## src/rtl/exec_trace_buffer.sv

```systemverilog
// Retirement trace buffer: packs one record per retired instruction into a
// first-word-fall-through circular FIFO that a host drains with valid/ready.
// A HALT opcode (instr[15:12] == 4'hF) is logged as the final record and
// then freezes capture until clear_i.
module exec_trace_buffer #(
  parameter  int DEPTH  = 16,
  parameter  int DROP_W = 8,
  localparam int AW     = $clog2(DEPTH),
  localparam int CW     = AW + 1
) (
  input  logic              clk,
  input  logic              reset,
  input  logic              arm_i,
  input  logic              clear_i,
  input  logic              valid_i,
  input  logic [7:0]        pc_i,
  input  logic [15:0]       instr_i,
  input  logic              reg_we_i,
  input  logic [2:0]        reg_addr_i,
  input  logic [7:0]        reg_wdata_i,
  input  logic              mem_we_i,
  input  logic [7:0]        mem_addr_i,
  input  logic [7:0]        mem_wdata_i,
  input  logic              rd_ready_i,
  output logic              rd_valid_o,
  output logic [47:0]       rd_data_o,
  output logic [CW-1:0]     count_o,
  output logic [DROP_W-1:0] drop_cnt_o,
  output logic              overflow_o,
  output logic              capturing_o,
  output logic              halted_o
);

  typedef enum logic [1:0] {
    ST_IDLE    = 2'd0,
    ST_CAPTURE = 2'd1,
    ST_FROZEN  = 2'd2
  } state_e;

  state_e              state_q, state_d;
  logic [AW-1:0]       wr_ptr_q, wr_ptr_d;
  logic [AW-1:0]       rd_ptr_q, rd_ptr_d;
  logic [CW-1:0]       count_q, count_d;
  logic [DROP_W-1:0]   drop_cnt_q, drop_cnt_d;
  logic                overflow_q, overflow_d;

  logic [47:0]         storage [DEPTH];
  logic [47:0]         record;
  logic [7:0]          record_data;
  logic                is_halt;
  logic                enq_req;
  logic                deq;
  logic                full;
  logic                enq_ok;
  logic                drop;

  // Pack the retiring instruction; register data wins over store data
  always_comb begin
    record_data = 8'h00;
    if (reg_we_i) begin
      record_data = reg_wdata_i;
    end else if (mem_we_i) begin
      record_data = mem_wdata_i;
    end
    record = {pc_i,
              instr_i,
              reg_we_i,
              reg_addr_i,
              record_data,
              mem_we_i,
              (mem_we_i ? mem_addr_i : 8'h00),
              3'b000};
  end

  // Qualify enqueue and dequeue; clear_i overrides every other action
  always_comb begin
    is_halt = (instr_i[15:12] == 4'hF);
    enq_req = (state_q == ST_CAPTURE) && valid_i && !clear_i;
    deq     = (count_q != '0) && rd_ready_i && !clear_i;
    full    = (count_q == CW'(DEPTH));
    enq_ok  = enq_req && (!full || deq);
    drop    = enq_req && full && !deq;
  end

  // Capture state machine; a HALT ends capture even if its record is dropped
  always_comb begin
    state_d = state_q;
    if (clear_i) begin
      state_d = ST_IDLE;
    end else begin
      case (state_q)
        ST_IDLE: begin
          if (arm_i) begin
            state_d = ST_CAPTURE;
          end
        end
        ST_CAPTURE: begin
          if (valid_i && is_halt) begin
            state_d = ST_FROZEN;
          end
        end
        ST_FROZEN: begin
          state_d = ST_FROZEN;
        end
        default: begin
          state_d = ST_IDLE;
        end
      endcase
    end
  end

  // Circular pointers wrap naturally; occupancy tells full from empty
  always_comb begin
    wr_ptr_d = wr_ptr_q;
    rd_ptr_d = rd_ptr_q;
    count_d  = count_q;
    if (clear_i) begin
      wr_ptr_d = '0;
      rd_ptr_d = '0;
      count_d  = '0;
    end else begin
      if (enq_ok) begin
        wr_ptr_d = wr_ptr_q + AW'(1);
      end
      if (deq) begin
        rd_ptr_d = rd_ptr_q + AW'(1);
      end
      count_d = count_q + CW'(enq_ok) - CW'(deq);
    end
  end

  // Saturating drop counter and sticky overflow flag
  always_comb begin
    drop_cnt_d = drop_cnt_q;
    overflow_d = overflow_q;
    if (clear_i) begin
      drop_cnt_d = '0;
      overflow_d = 1'b0;
    end else if (drop) begin
      overflow_d = 1'b1;
      if (drop_cnt_q != {DROP_W{1'b1}}) begin
        drop_cnt_d = drop_cnt_q + DROP_W'(1);
      end
    end
  end

  // Control registers with asynchronous active-low reset
  always_ff @(posedge clk or negedge reset) begin
    if (!reset) begin
      state_q    <= ST_IDLE;
      wr_ptr_q   <= '0;
      rd_ptr_q   <= '0;
      count_q    <= '0;
      drop_cnt_q <= '0;
      overflow_q <= 1'b0;
    end else begin
      state_q    <= state_d;
      wr_ptr_q   <= wr_ptr_d;
      rd_ptr_q   <= rd_ptr_d;
      count_q    <= count_d;
      drop_cnt_q <= drop_cnt_d;
      overflow_q <= overflow_d;
    end
  end

  // Record storage needs no reset; occupancy masks stale entries
  always_ff @(posedge clk) begin
    if (enq_ok) begin
      storage[wr_ptr_q] <= record;
    end
  end

  // Present the head record, forced to zero whenever the FIFO is empty
  always_comb begin
    rd_valid_o  = (count_q != '0);
    rd_data_o   = rd_valid_o ? storage[rd_ptr_q] : 48'h0;
    count_o     = count_q;
    drop_cnt_o  = drop_cnt_q;
    overflow_o  = overflow_q;
    capturing_o = (state_q == ST_CAPTURE);
    halted_o    = (state_q == ST_FROZEN);
  end

endmodule

```

## config.mk

```make
export PLATFORM = sky130hd
export DESIGN_NAME = exec_trace_buffer
export DESIGN_NICKNAME = d
export VERILOG_FILES = /design/src/rtl/exec_trace_buffer.sv
export SDC_FILE = /design/constraint.sdc
export NUM_CORES = 1
export LEC_CHECK = 0
export CAP_MARGIN = 20
export CORE_MARGIN = 2
export CORE_UTILIZATION = 52
export CTS_CLUSTER_SIZE = 40
export DETAILED_ROUTE_END_ITERATION = 8
export PLACE_DENSITY_LB_ADDON = 0.05
export SYNTH_ARGS = -nofsm -noshare
export SYNTH_HDL_FRONTEND = slang
export SYNTH_SLANG_ARGS = --single-unit
```

## constraint.sdc

```tcl
create_clock -name clk -period 7.55 [get_ports clk]
set_clock_uncertainty 0.2 [all_clocks]
set_input_delay 1.51 -clock clk [delete_from_list [all_inputs] [get_ports clk]]
set_output_delay 1.51 -clock clk [all_outputs]
set_load 0.01 [all_outputs]
```

==> results of run 1 <==
==> per-stage QoR <==
step | std cells | utilization (%) | instance area [µm²]
3_3_place_gp | 2110 | 56.3 | 31000
3_5_place_dp | 2111 | 56.3 | 31000
4_1_cts | 2240 | 60.4 | 33300
5_1_grt | 2241 | 60.5 | 33300
6_report | 2241 | 60.5 | 33300
2_1_floorplan | 1293 | - | 29000
==> state kept, by name (all words and copies together) (netlist names) <==
register,count
rd_ptr_q,4
state_q,2
drop_cnt_o,8
count_o,5
wr_ptr_q,4
storage,720
overflow_o,1
==> cell type report <==
type	instances	area (µm²)
Inverter	19	71.3
Clock buffer	105	2090
Tap cell	748	936
Timing Repair Buffer	139	1410
Clock inverter	24	163
Fill cell	3976	21800
Sequential cell	744	22200
Multi-Input combinational cell	462	6400
==> worst min path at each step <==
| stage | from | end | slack, ns | depth (start not counted) |
|---|---|---|---|---|
| after floorplan | state_q[0] | state_q[0] | 0.32 | 2 |
| after global placement | overflow_o | overflow_o | 0.31 | 2 |
| after detailed placement | overflow_o | overflow_o | 0.31 | 2 |
| after CTS | overflow_o | overflow_o | 0.33 | 2 |
| after global routing | overflow_o | overflow_o | 0.35 | 2 |
| final | overflow_o | overflow_o | 0.32 | 2 |
==> cells by family (layout without fill, tap and decap cells) <==
group / count (synthesis) / in the layout / share of synthesized area [%]
adder cells (fa/ha/maj): 16 / 16 / 0.716
other: 1 / 3 / 0.0129
XOR/XNOR: 9 / 9 / 0.272
buffers and inverters: 87 / 287 / 1.60
AO/OA/AOI/OAI: 78 / 78 / 1.77
multiplexers: 274 / 274 / 17.2
AND/OR/NAND/NOR: 82 / 82 / 1.81
flip-flops: 744 / 744 / 76.6
==> metal layers <==
layer | part of all wire (%) | GRT usage (%)
met5 | 0.047 | 0
met4 | 1.5 | 5.57
met3 | 5.0 | 3.52
met2 | 49 | 34.3
met1 | 45 | 31.3
==> worst min-delay path, cell delays in order (launching register included) <==
cell,delay (ns)
dfrtp_1,0.38
inv_1,0.05
a21oi_1,0.05
==> where the power goes <==
part / switching (mW) / leakage (nW) / internal, mW
logic: 0.974 / 2.29 / 1.04
registers: 0.108 / 6.82 / 4.59
clock network: 1.46 / 1.11 / 2.00
total: 2.54 / 10.2 / 7.62
==> synth_stat cells, types with 8 or more instances <==
cell / n
mux4_2: 180
inv_1: 19
a22o_1: 8
nand3_1: 8
clkbuf_1: 11
dfrtp_1: 24
mux2i_1: 91
nand2_1: 9
buf_2: 37
and2_1: 20
a21oi_1: 9
buf_4: 12
nor2b_1: 8
ha_1: 15
nor2_1: 14
o22ai_1: 47
edfxtp_1: 720
==> results.md, run 1 <==
* TritonCTS Sinks at 744
* Fmax at 0.187 GHz
* Synth top area cells: edfxtp_1, mux4_2, mux2i_1, dfrtp_1, o22ai_1
* Vias per cell at 5.95
* Reg2Reg Capture Point: count_o[4]
* Max IR drop VDD at 0.236 mV
* Starting Density at 52.7%
* Clk buf depth at 3
* CTS tree: yes
* Fin nets at 1516
* Post-synth ARST share at 3.23%
* CP Data Arrival Time at 3.65 ns
* Hold slack at 0.325 ns
* Slowest CP cell: dfrtp_4
* R2R cell count at 13
* GRT overflow at 0
* Fin crit share at 71.0%
* Pin count of the biggest net entering global routing at 71
* DRC viols at 0
* Cell chain of the critical path: buf_4, mux4_2, mux2i_1, o22ai_1, clkdlybuf4s50_1
* # IOs at 124
* Power, Total at 10.2 mW
* First-pass GRT wire length at 89600 µm
* Worst r2r src: count_o[2]
* GPL Wtd Cong at 0.741
* Most common cell after layout, fill and taps aside: edfxtp_1
* Synth unique cells at 49
* IO Port Bufs at 120
* Area Overhead vs Synth at 14.8%
* Seq cells post-synth at 744
* Post-synth EDFFs at 720
* Crit path buffers/inverters at 2
* Initial antenna violation count at 2
* Final setup viols at 0
* CTS clock-pin slew for the worst setup and hold paths at 0.06 ns
* Post-CTS resize count at 0
* LEAKAGE at 10.2 nW
* Post-synthesis cell count at 1291
* Final Hold Viols at 0
* FP Rows at 86
* Crit-path max cell delay at 0.94 ns
* Vias at 13300
* DRT Pass-1 Iters at 5
* Top-area cell type share of the netlist area at 74.5%
* Post-CTS Setup Inserts at 0
* RSZ-0062 raised after global routing: no
* Total Die Area at 0.0577 mm²
* Crit path max-delay family: buffers and inverters
* Setup TNS at 0 ns
* N_diodes at 0
* Pwr Density at 305 mW/mm²
* Max cap viols at 0
* Setup WS post-layout at 2.19 ns
* Status: finished, final reports clean
* Share of layout cells above drive strength 1 at 21.7%
* Worst reg2reg setup slack at 3.94 ns
* Syn_area_per_cell at 22.5 µm²
* Min-Delay Path Class: reg -> reg
* Core Region at 0.0551 mm²
* Num CTS Buffers at 75
* Instance count on the critical path at 5
* Crit path from: rd_ptr_q[1]
* Die Wd at 240 µm
* Fin. max-slew vios at 0
* Chip height at 240 µm
* Setup crit end kind: output port
* H-tree lvl count at 3
* Startpoint types: flip-flop
* Critical Path Fanout Max at 40
* Global Route Usage Sum at 21.5%
* Mapped Area at 0.0290 mm²
* Synth warn at 0
* Hold buffers post-CTS at 0
* Initial DRC count at 999
* Root buf cell: clkbuf_16
* Wirelength per Cell at 26.6 µm
* Post-route ant nets at 0
* Tightest Pin Transition at 1.07 ns
* Leading area contributor after synthesis: edfxtp_1
* Crit path time final at 5.36 ns
* Synth Flop Type: edfxtp_1
* Sequential share of the synthesized area at 76.6%
* Crit Path Category: reg -> out
* Vias in the first global route at 14100
* Relative slew slack at 28.6%
* Hpwl dp at 29800 µm
* CP Data Required Time at 5.84 ns
* Detailed Route WL at 59600 µm
* Clock latency at the later pin of the worst-skew pair at 0.60 ns
* Pre-CTS WS at 1.87 ns
* Most frequent cells in the layout: edfxtp_1, mux4_2, clkdlybuf4s50_1, mux2i_1, clkbuf_16
* Setup crit end: rd_data_o[37]
No activity file was read; power rests on OpenSTA's default activity.
==> run 2, diff against run 1 <==
==> constraint.sdc (replaced) <==
create_clock -name clk -period 4.58 [get_ports clk]
set_clock_uncertainty 0.2 [all_clocks]
set_input_delay 0.916 -clock clk [delete_from_list [all_inputs] [get_ports clk]]
set_output_delay 0.916 -clock clk [all_outputs]
set_load 0.01 [all_outputs]
==> results.md, run 2 (synthesis gave the netlist of run 1 again) <==
* CP Data Arrival Time at 3.22 ns
* H-tree lvl count at 3
* FP Rows at 86
* Fin. max-slew vios at 0
* Cell chain of the critical path: buf_12, buf_4, mux4_2, mux2i_1, o22ai_1, clkdlybuf4s50_1
* Comb pwr share at 20.3%
* Die Wd at 240 µm
* Flop pwr share at 43.8%
* Util after Layout at 62.1%
* LEAKAGE at 10.7 nW
* Fin nets at 1563
* Finished Cell Area at 0.0342 mm²
* Final Hold Viols at 0
* CTS tree: yes
* Root buf cell: clkbuf_16
* First-pass GRT wire length at 93100 µm
* N_diodes at 0
* Detailed Route WL at 62500 µm
* # IOs at 124
* TritonCTS Sinks at 744
* Tightest Pin Transition at 0.660 ns
* DRC viols at 0
* Post-route ant nets at 0
* Pin count of the biggest net entering global routing at 46
* Vias in the first global route at 14400
* GRT overflow at 0
* Share of layout cells above drive strength 1 at 24.9%
* RSZ-0062 raised after global routing: no
* DRT Pass-1 Iters at 7
* Most common cell after layout, fill and taps aside: edfxtp_1
* IO Port Bufs at 120
* Initial DRC count at 1103
* Crit-path max cell delay at 0.75 ns
* Setup crit end kind: output port
* Crit path time final at 4.34 ns
* Clock latency at the later pin of the worst-skew pair at 0.61 ns
* Uppermost routed layer: met5
* Placed cell areas at 0.0317 mm²
* Startpoint types: flip-flop
* Max cap viols at 0
* Max IR drop VDD at 0.332 mV
* Core Region at 0.0551 mm²
* Most flop-heavy register: storage
* R2R cell count at 13
* P_int at 13.2 mW
* Setup TNS at 0 ns
* DR WL met2 at 31000 µm
* GPL Wtd Cong at 0.758
* Vias per cell at 5.94
* Initial antenna violation count at 2
* Slowest CP cell: dfrtp_4
* Clock power frac at 35.9%
* Wirelength per Cell at 27.3 µm
* Area Overhead vs Synth at 17.9%
* Hold buffers post-CTS at 0
* Final setup viols at 0
* Total Die Area at 0.0577 mm²
* Fmax at 0.231 GHz
* Num CTS Buffers at 76
* Post-CTS resize count at 3
* Crit Path Category: reg -> out
* Vias at 13600
* Global Route Usage Sum at 22.5%
* Min-Delay Path Class: in -> async
* Fin crit share at 94.7%
* Met3 wire len at 2950 µm
* Clk buf depth at 3
* Post-CTS Setup Inserts at 0
* CP Data Required Time at 3.46 ns
* Most frequent cells in the layout: edfxtp_1, mux4_2, clkdlybuf4s50_1, mux2i_1, clkbuf_16
* Power, Total at 17.5 mW
* Sw Share at 24.5%
* Critical Path Fanout Max at 23
* Max reg flops at 720
* Status: finished, final reports clean
* Pwr Density at 512 mW/mm²
* Post-Route M1 WL at 27500 µm
* Starting Density at 52.7%
* Net Sw Power at 4.29 mW
* Hpwl dp at 33400 µm
* CTS clock-pin slew for the worst setup and hold paths at 0.06 ns
* Relative slew slack at 55.9%
* Chip height at 240 µm
[run 2: area by class of cell]
type,instances,area [µm²]
tap,748,936
inverter,19,71.3
sequential,744,22200
timing repair buffer,184,2020
clock buffer,93,2030
multi-input combinational,463,6420
fill,3896,20900
clock inverter,40,507
[run 2: per-stage QoR]
step                      setup slack (ns)  instances  hold slack, ns
after floorplan                      0.434       1293           0.319
after global placement               0.444       2157           0.315
after detailed placement             0.444       2157           0.312
after CTS                            0.182       2291           0.276
after global routing                0.0532       2291           0.299
final                                0.242       2291           0.311
[run 2: final timing paths]
path,startpoint,endpoint,slack [ns]
min in group clk,overflow_o,overflow_o,0.33
max in group asynchronous,reset,rd_ptr_q[0],3.27
hold / removal,reset,count_o[3],0.31
setup / recovery,rd_ptr_q[1],rd_data_o[4],0.24
setup reg to reg,count_o[2],count_o[4],1.08
hold reg to reg,overflow_o,overflow_o,0.33
[run 2: layer usage]
layer | global-route usage (%) | up-vias
li1 | - | 5832
met1 | 32.4 | 7329
met2 | 36.7 | 372
met3 | 3.72 | 77
met4 | 5.10 | 4
met5 | 0 | -
[run 2: critical path, delay by kind of cell (launching register included)]
family	cells	cell delay, ns
AO/OA/AOI/OAI	1	0.09
buffers and inverters	3	1.06
flip-flops	1	0.75
multiplexers	2	0.68
[run 2: power groups by stage]
stage	Sequential [mW]	Clock [mW]	Combinational [mW]
floorplan	7.75	0	2.28
detailed placement	7.82	0	3.56
finish	7.68	6.30	3.55
CTS	7.68	6.41	3.63
global route	7.69	6.66	3.82
global placement	7.82	0	3.55
==> run 3, diff against run 2 <==
--- a/config.mk
+++ b/config.mk
@@ -6,7 +6,7 @@
 export NUM_CORES = 1
 export LEC_CHECK = 0
 export CAP_MARGIN = 20
-export CORE_MARGIN = 2
+export CORE_MARGIN = 8
 export CORE_UTILIZATION = 52
 export CTS_CLUSTER_SIZE = 40
 export DETAILED_ROUTE_END_ITERATION = 8
==> results.md, run 3 (synthesis gave the netlist of run 1 again) <==
* Status: finished, final reports clean
* Vias in the first global route at 14500
* Final Hold Viols at 0
* Hold slack at 0.322 ns
* Hold buffers post-CTS at 0
* CTS tree: yes
* Cell chain of the critical path: buf_12, buf_4, mux4_2, mux2i_1, o22ai_1, clkdlybuf4s50_1
* Crit Path Category: reg -> out
* Post-route ant nets at 0
* CP Data Required Time at 3.46 ns
* FP Rows at 86
* Root buf cell: clkbuf_16
* Initial DRC count at 1220
* Starting Density at 52.7%
* Most frequent cells in the layout: edfxtp_1, mux4_2, clkdlybuf4s50_1, mux2i_1, clkbuf_16
* Detailed Route WL at 62500 µm
* Num CTS Buffers at 76
* Global Route Usage Sum at 19.9%
* Chip height at 252 µm
* Max IR drop VDD at 0.393 mV
* RSZ-0062 raised after global routing: no
* R2R cell count at 13
* Hold path depth at 2
* Fmax at 0.230 GHz
* Crit-path max cell delay at 0.68 ns
* Total Die Area at 0.0636 mm²
* GRT overflow at 0
* # IOs at 124
* GPL Wtd Cong at 0.752
* Tightest Pin Transition at 0.596 ns
* Startpoint types: flip-flop
* Uppermost routed layer: met5
* First-pass GRT wire length at 93300 µm
* Crit path time final at 4.35 ns
* Fin. max-slew vios at 0
* Initial antenna violation count at 4
* Vias at 13400
* Fin crit share at 94.9%
* Fillers at 3912
* DRC viols at 0
* Reg area at 0.0222 mm²
* Max reg flops at 720
* LEAKAGE at 10.6 nW
* Max cap viols at 0
* Pin count of the biggest net entering global routing at 59
* CP Data Arrival Time at 3.23 ns
* DR WL met2 at 31300 µm
* Die Wd at 252 µm
* Setup crit end kind: output port
* TritonCTS Sinks at 744
* Most common cell after layout, fill and taps aside: edfxtp_1
* Critical Path Fanout Max at 36
* DRT Pass-1 Iters at 5
* Most flop-heavy register: storage
* Hpwl dp at 34000 µm
* Wirelength per Cell at 27.3 µm
* Relative slew slack at 60.2%
* Final setup viols at 0
* H-tree lvl count at 3
* IO Port Bufs at 120
* Area Overhead vs Synth at 17.1%
* Share of layout cells above drive strength 1 at 24.9%
* Clock latency at the later pin of the worst-skew pair at 0.61 ns
* Multi-input gate area at 0.00642 mm²
* Vias per cell at 5.86
* Clk buf depth at 3
* Slowest CP cell: dfrtp_4
* CTS clock-pin slew for the worst setup and hold paths at 0.06 ns
* N_diodes at 0
* Min-Delay Path Class: reg -> reg
* Met3 wire len at 3290 µm
* Pwr Density at 507 mW/mm²
* Core Region at 0.0551 mm²
* Post-Route M1 WL at 26800 µm
* Setup TNS at 0 ns
* Post-CTS Setup Inserts at 0
* Fin nets at 1560
==> run 3: layout make-up <==
cell class | count | share of cell area, %
multi-input combinational | 463 | 18.9
inverter | 19 | 0.210
clock buffer | 93 | 6.06
timing repair buffer | 181 | 5.51
tap | 748 | 2.75
sequential | 744 | 65.4
clock inverter | 45 | 1.14
==> run 3: what timing repair did <==
| item | in CTS | in global routing |
|---|---|---|
| resized for setup | 3 | 0 |
| endpoints found under the setup margin | 29 | 0 |
| endpoints found under the hold margin | 0 | 0 |
==> run 3: stage by stage <==
step,std cells,worst slack [ns],utilization [%],instance area [µm²],total power [mW]
global placement,2154,0.526,57.2,31500,11.3
finish,2293,0.232,61.7,34000,17.2
floorplan,1293,0.434,-,29000,10.0
detailed placement,2154,0.507,57.2,31500,11.3
CTS,2293,0.146,61.7,34000,17.4
global route,2293,0.0666,61.7,34000,17.9
==> run 3: final timing paths <==
path	startpoint	slack [ns]	to
setup / recovery	rd_ptr_q[1]	0.23	rd_data_o[13]
hold / removal	overflow_o	0.32	overflow_o
setup reg to reg	count_o[2]	1.14	count_o[4]
hold reg to reg	overflow_o	0.32	overflow_o
max in group asynchronous	reset	3.43	rd_ptr_q[0]
min in group asynchronous	reset	0.46	count_o[0]
==> run 3: critical path, delay by kind of cell, from the launching register on <==
kind	cells	cell delay (ns)
AOI/OAI and AO/OA	1	0.09
buffers and inverters	3	1.13
DFF	1	0.68
muxes	2	0.69
==> run 3: layer usage <==
layer  vias to the layer above  GRT usage, %
li1                       5821             -
met1                      7183          27.5
met2                       349          32.5
met3                        73          3.76
met4                         8          5.57
met5                         -             0
==> run 3: report_power, final <==
part / switching [mW] / internal [mW] / total, mW
combinational: 1.71 / 1.81 / 3.52
clock: 2.51 / 3.54 / 6.05
sequential: 0.0980 / 7.56 / 7.66
total: 4.31 / 12.9 / 17.2
